### src/rtl/elastic_fifo_int16.sv
// Elastic FIFO that absorbs a non-stallable sample stream and re-emits it under valid/ready.
// Samples that arrive while the FIFO is full and not popping are dropped, counted and flagged.
module elastic_fifo_int16 #(
   parameter int unsigned WIDTH       = 16,
   parameter int unsigned DEPTH       = 8,
   parameter int unsigned AFULL_SLACK = 4
) (
   input  logic                     clock,
   input  logic                     reset,
   input  logic                     in_valid,
   input  logic [WIDTH-1:0]         in,
   output logic                     almost_full,
   output logic                     out_valid,
   input  logic                     out_ready,
   output logic [WIDTH-1:0]         out,
   output logic [$clog2(DEPTH):0]   level,
   output logic                     overflow,
   output logic [7:0]               drop_count
);

   localparam int unsigned AW = $clog2(DEPTH);
   localparam int unsigned LW = AW + 1;

   logic [WIDTH-1:0] mem_q [DEPTH];
   logic [AW-1:0]    wr_ptr_q, wr_ptr_d;
   logic [AW-1:0]    rd_ptr_q, rd_ptr_d;
   logic [LW-1:0]    level_q, level_d;
   logic             overflow_q, overflow_d;
   logic [7:0]       drop_count_q, drop_count_d;
   logic             push, pop, drop;

   always_comb begin
      out_valid    = (level_q != '0);
      pop          = out_valid & out_ready;
      // A full FIFO can still accept when the head leaves in the same cycle.
      push         = in_valid & ((level_q < LW'(DEPTH)) | pop);
      drop         = in_valid & ~push;
      wr_ptr_d     = wr_ptr_q;
      rd_ptr_d     = rd_ptr_q;
      overflow_d   = overflow_q;
      drop_count_d = drop_count_q;
      if (push) begin
         wr_ptr_d = wr_ptr_q + AW'(1);
      end
      if (pop) begin
         rd_ptr_d = rd_ptr_q + AW'(1);
      end
      level_d = level_q + LW'(push) - LW'(pop);
      if (drop) begin
         overflow_d = 1'b1;
         if (drop_count_q != 8'hFF) begin
            drop_count_d = drop_count_q + 8'd1;
         end
      end
   end

   always_comb begin
      out         = out_valid ? mem_q[rd_ptr_q] : '0;
      almost_full = (level_q >= LW'(DEPTH - AFULL_SLACK));
      level       = level_q;
      overflow    = overflow_q;
      drop_count  = drop_count_q;
   end

   always_ff @(posedge clock) begin
      if (reset) begin
         wr_ptr_q     <= '0;
         rd_ptr_q     <= '0;
         level_q      <= '0;
         overflow_q   <= 1'b0;
         drop_count_q <= '0;
      end else begin
         wr_ptr_q     <= wr_ptr_d;
         rd_ptr_q     <= rd_ptr_d;
         level_q      <= level_d;
         overflow_q   <= overflow_d;
         drop_count_q <= drop_count_d;
      end
   end

   // Storage has no reset; a push coinciding with reset is discarded.
   always_ff @(posedge clock) begin
      if (push && !reset) begin
         mem_q[wr_ptr_q] <= in;
      end
   end

endmodule

### config.mk
export PLATFORM = sky130hd
export DESIGN_NAME = elastic_fifo_int16
export DESIGN_NICKNAME = d
export VERILOG_FILES = /design/src/rtl/elastic_fifo_int16.sv
export SDC_FILE = /design/constraint.sdc
export NUM_CORES = 1
export LEC_CHECK = 0
export CORE_MARGIN = 5
export CORE_UTILIZATION = 56
export DETAILED_ROUTE_END_ITERATION = 8
export GPL_TIMING_DRIVEN = 0
export PLACE_DENSITY = 0.76
export SYNTH_ARGS = -nofsm -noshare
export SYNTH_HDL_FRONTEND = slang
export SYNTH_SLANG_ARGS = --single-unit
### constraint.sdc
create_clock -name clock -period 4.3 [get_ports clock]
set_input_delay 0.86 -clock clock [delete_from_list [all_inputs] [get_ports clock]]
set_output_delay 0.86 -clock clock [all_outputs]
set_load 0.03 [all_outputs]
# Word level (Yosys, flattened, before mapping)
# Memories as Yosys holds them, arrays and structs flattened. A register that Yosys moved wholly into a read port is not among the register bits.
# Cells that the tools add are included.
totals:
  elab_cells: 28
  memories: 1
  in_bits: 20
  mem_bits_rw: 128
  out_inout_bits: 31
  ff_bits: 19
memory_table:
  columns: ["name", "depth", "word_bits", "rd", "rd_clocked_by_memory_dff", "write_ports", "line_no", "source"]
  rows:
  - ["mem_q", 8, 16, 1, 1, 1, "24", "logic [WIDTH-1:0] mem_q [DEPTH];"]
classes:
  muxes: 5
  bitwise_logic: 5
  n_reduce_logical: 4
  n_eq_ne: 1
  magnitude_cmp: 2
  addsub: 5
ops:
  columns: ["cell", "count"]
  rows:
  - ["16-bit 2-to-1 mux", 1]
  - ["8-bit by 1-bit adder with 8-bit output, second input constant", 1]
  - ["8-bit != test, second input constant", 1]
  - ["3-bit by 1-bit adder with 3-bit output, second input constant", 2]
  - ["3-bit 2-to-1 mux", 2]
  - ["4-bit by 1-bit adder with 4-bit output", 1]
  - ["4-bit by 3-bit >= comparator with 1-bit output, second input constant", 1]
  - ["4-bit less-than comparator, second input constant", 1]
  - ["4-bit nonzero test", 1]
  - ["4-bit by 1-bit subtractor with 4-bit output", 1]
  - ["1-bit AND", 3]
  - ["1-bit 2-to-1 mux", 2]
  - ["2-bit AND reduction", 1]
  - ["1-bit logical AND", 1]
  - ["1-bit zero test", 1]
  - ["1-bit inverter", 1]
  - ["1-bit OR", 1]

# Longest topological paths before layout
logic_depth:
  ltp_word: 7
  depth_mapped: 13

# Worst setup path before layout
# OpenSTA, ideal clock, no wires.
synth_path:
  kind: "input to register"
  start: "input out_ready"
  end: "memory mem_q[1][0] (enable)"
  path_buffers: 1
  t_required_ns: 3.870
  stages: 5
  arrival_time_ns: 3.039
  path_slack_ns: 0.831
  path_cell_list: "nand2b_1 and3_1 clkbuf_1 inv_1 nor4_1"
synth_between:
  elab_chain_len: 6
synth_rtl:
  columns: ["element", "line_no", "source"]
  rows:
  - ["start: declaration", "14", "input logic out_ready,"]
  - ["1-bit AND", "34", "pop = out_valid & out_ready;"]
  - ["1-bit OR", "36", "push = in_valid & ((level_q < LW'(DEPTH)) | pop);"]
  - ["1-bit AND", "36", null]
  - ["1-bit logical AND", "83", "if (push && !reset) begin"]
  - ["1-bit 2-to-1 mux", "83", null]
  - ["1-bit 2-to-1 mux (implied by the code)", "84", "mem_q[wr_ptr_q] <= in;"]
  - ["end: declaration", "24", null]
# Every way passes these cells.

==> metrics.csv <==
stage,metric,value,unit
run_status,outcome,"complete, no violations",
floorplanning,die height,113,um
grt,vias in the first global route,3421,
critical_path,kind of critical path,reg -> out,
synth,post-synthesis sequential area ratio,0.721,
cts,postcts setup bufs,0,
grt,total grt overflow,0,
detailed_routing,highest metal layer with signal wires,met4,
synth,Gate Count Post-Synth,333,
hold_path,hold path depth,2,
cts,Num CTS Buffers,17,
critical_path,CP Launch Type,flop,
detailed_routing,via count,3196,
cts,CTS Root Cell,clkbuf_8,
synth,Synth warnings,0,
grt,largest net degree at the start of global routing,17,
cts,CTS tree,built,
placed_design,RePlAce Congestion,0.846,
finish,Fillers,659,
finish,Finished Cell Area,7360,um^2
cts,Resize count post-CTS,0,
synth,syn_area_per_cell,17.8,um^2
detailed_routing,met2 wire len,5.95,mm
critical_path,Worst setup EP type,output port,
synth,unique cell type count in the Yosys netlist,35,
finish,nets,439,
sta,fmax,258,MHz
floorplanning,die width,113,um
cts,worst-skew pair later-pin latency,0.51,ns
finish,Reg area,4280,um^2
power,total power draw,4.47,mW
finish,"commonest cells after routing, fill and taps aside","edfxtp_1 (128), clkdlybuf4s50_1 (49), mux4_2 (32)",
sta,max-slew violation count,0,
placed_design,dpl cell area,6760,um^2
power,VDD IR max,0.321,mV
detailed_routing,met3 WL,605,um
synth,fraction of registers with async set/reset,0,
detailed_routing,final wirelength,11.6,mm
sta,min cycle time layout,3.88,ns
floorplanning,core box area,10300,um^2
placed_design,dpl hpwl,7.64,mm
floorplanning,DIE AREA,12800,um^2
synth,Yosys reg bits,150,
power,pwr/cell area,608,nW/um^2
detailed_routing,M1 wire length,4.90,mm
grt,first-pass GRT wire length,18.9,mm
synth,Post-synth EDFFs,128,
detailed_routing,vias per cell,5.72,
sta,RSZ-0062 raised after global routing,false,
grt,initial antenna violation count,0,
grt,GR Util All Layers,0.197,
placed_design,setup slack at placement,0.866,ns
detailed_routing,Antenna Nets Post-Route,0,
power,Leak,2.37,nW
finish,"commonest non-fill, non-tap cell in the layout",edfxtp_1,
finish,layout cell share with drive strength beyond 1,0.203,
finish,number of antenna diodes,0,
finish,final non-filler cell total,559,
detailed_routing,DRC errors left,0,
sta,period utilization,0.902,
critical_path,Critical Path RT,3.44,ns
run,Max Cap Viol,0,
detailed_routing,WL/cell,20.8,um
floorplanning,Ports,51,
sta,Fin. Hold Viols,0,
sta,final number of setup-violating endpoints,0,
finish,area delta synth->final,23.9,%
cts,htree depth,4,
sta,clk_skew,0.00761,ns
synth,Mapped Nets,362,
placed_design,dpl cells,527,
cts,Clock Path Buffers,2,
finish,multi-input logic area,1590,um^2
synth,Synth Cell Area,5940,um^2
floorplanning,Initial Utilization,0.575,
critical_path,CP max FO,10,
sta,Slew @ Worst Pin,0.884,ns
critical_path,R2R depth,12,
hold_path,Hold/Removal Path Class,reg -> reg,
detailed_routing,first-iteration detailed-routing DRC count,286,
cts,Worst-path clk slew,0.06,ns
sta,final worst slack,0.421,ns
detailed_routing,drt first pass iters,4,
placed_design,port buffer count,49,
sta,Rel. slew slack,0.410,
cts,Sink Count,150,
cts,Post-CTS Hold Buffers,0,
synth,Synth Flop Type,edfxtp_1,
floorplanning,Rows,37,
critical_path,Critical Path AT,3.02,ns
[sequential cells by signal, summed over array words and instances (netlist names), named ones only]
| register | count |
|---|---|
| mem_q | 128 |
| drop_count | 8 |
| level | 4 |
| rd_ptr_q | 3 |
| wr_ptr_q | 3 |
| overflow | 1 |
[cell families (layout without fill, tap and decap cells)]
family                     count (synthesis)  in the layout  synth area share
xor gates and xnor gates                   6              6           0.00885
adders and majority gates                  9              9            0.0202
buffers and inverters                     24            114            0.0160
and+or+nand+nor                           73             73            0.0622
muxes                                     50             50             0.152
DFF                                      150            150             0.721
AOI/OAI and AO/OA                         21             21            0.0194
[final cells by class]
class,count,share of cell area
well taps,136,0.0231
multi-input cells,159,0.216
clock buffers,19,0.0573
flip-flops and latches,150,0.582
plain buffers,15,0.00833
clock inverters,13,0.0235
repair buffers,58,0.0844
inverters,9,0.00459
[per-stage QoR]
stage / util / TNS [ns] / hold WS, ns
3_5_place_dp: 0.655 / 0 / 0.466
5_1_grt: 0.713 / 0 / 0.534
4_1_cts: 0.713 / 0 / 0.483
6_report: 0.713 / 0 / 0.476
3_3_place_gp: 0.639 / -39.04 / 0.455
2_1_floorplan: - / 0 / 0.472
[per-layer routing]
layer / vias up / GRT usage
li1: 1466 / -
met1: 1617 / 0.262
met2: 101 / 0.324
met3: 12 / 0.0476
met4: 0 / 0.0641
met5: - / 0
[cell usage after synthesis, types with 5 or more instances]
cell type  number  share of area
a21oi_1        10         0.0084
clkbuf_1       10         0.0063
dfxtp_1        22          0.074
edfxtp_1      128           0.65
ha_1            8          0.017
inv_1           8         0.0051
mux2i_1        17          0.029
mux4_2         32           0.12
nand2_1         6         0.0038
nand3_1         5         0.0042
nor2_1         33          0.021
nor3_1          6         0.0051
o21ai_0         7         0.0059
or3_1           5         0.0053
[worst max-delay path, cell delays in order (launching register included)]
cell and delay [ns]:
dfxtp_1 0.31, buf_1 0.46, clkbuf_1 0.73, mux2i_1 0.20, nor2_1 0.13, clkdlybuf4s50_1 0.68
[worst paths after layout]
path | start | to | slack, ns
worst max register to register | level[3] | level[2] | 1.67
worst min register to register | overflow | overflow | 0.48
worst min-delay path | overflow | overflow | 0.48
worst max-delay path | flop | out[12] | 0.42
[power breakdown]
group | switching, mW | leakage [nW] | internal, mW
Combinational | 0.710 | 0.755 | 0.571
Clock | 0.588 | 0.282 | 0.895
Sequential | 0.0511 | 1.33 | 1.66
No activity file was read; power rests on OpenSTA's default activity.
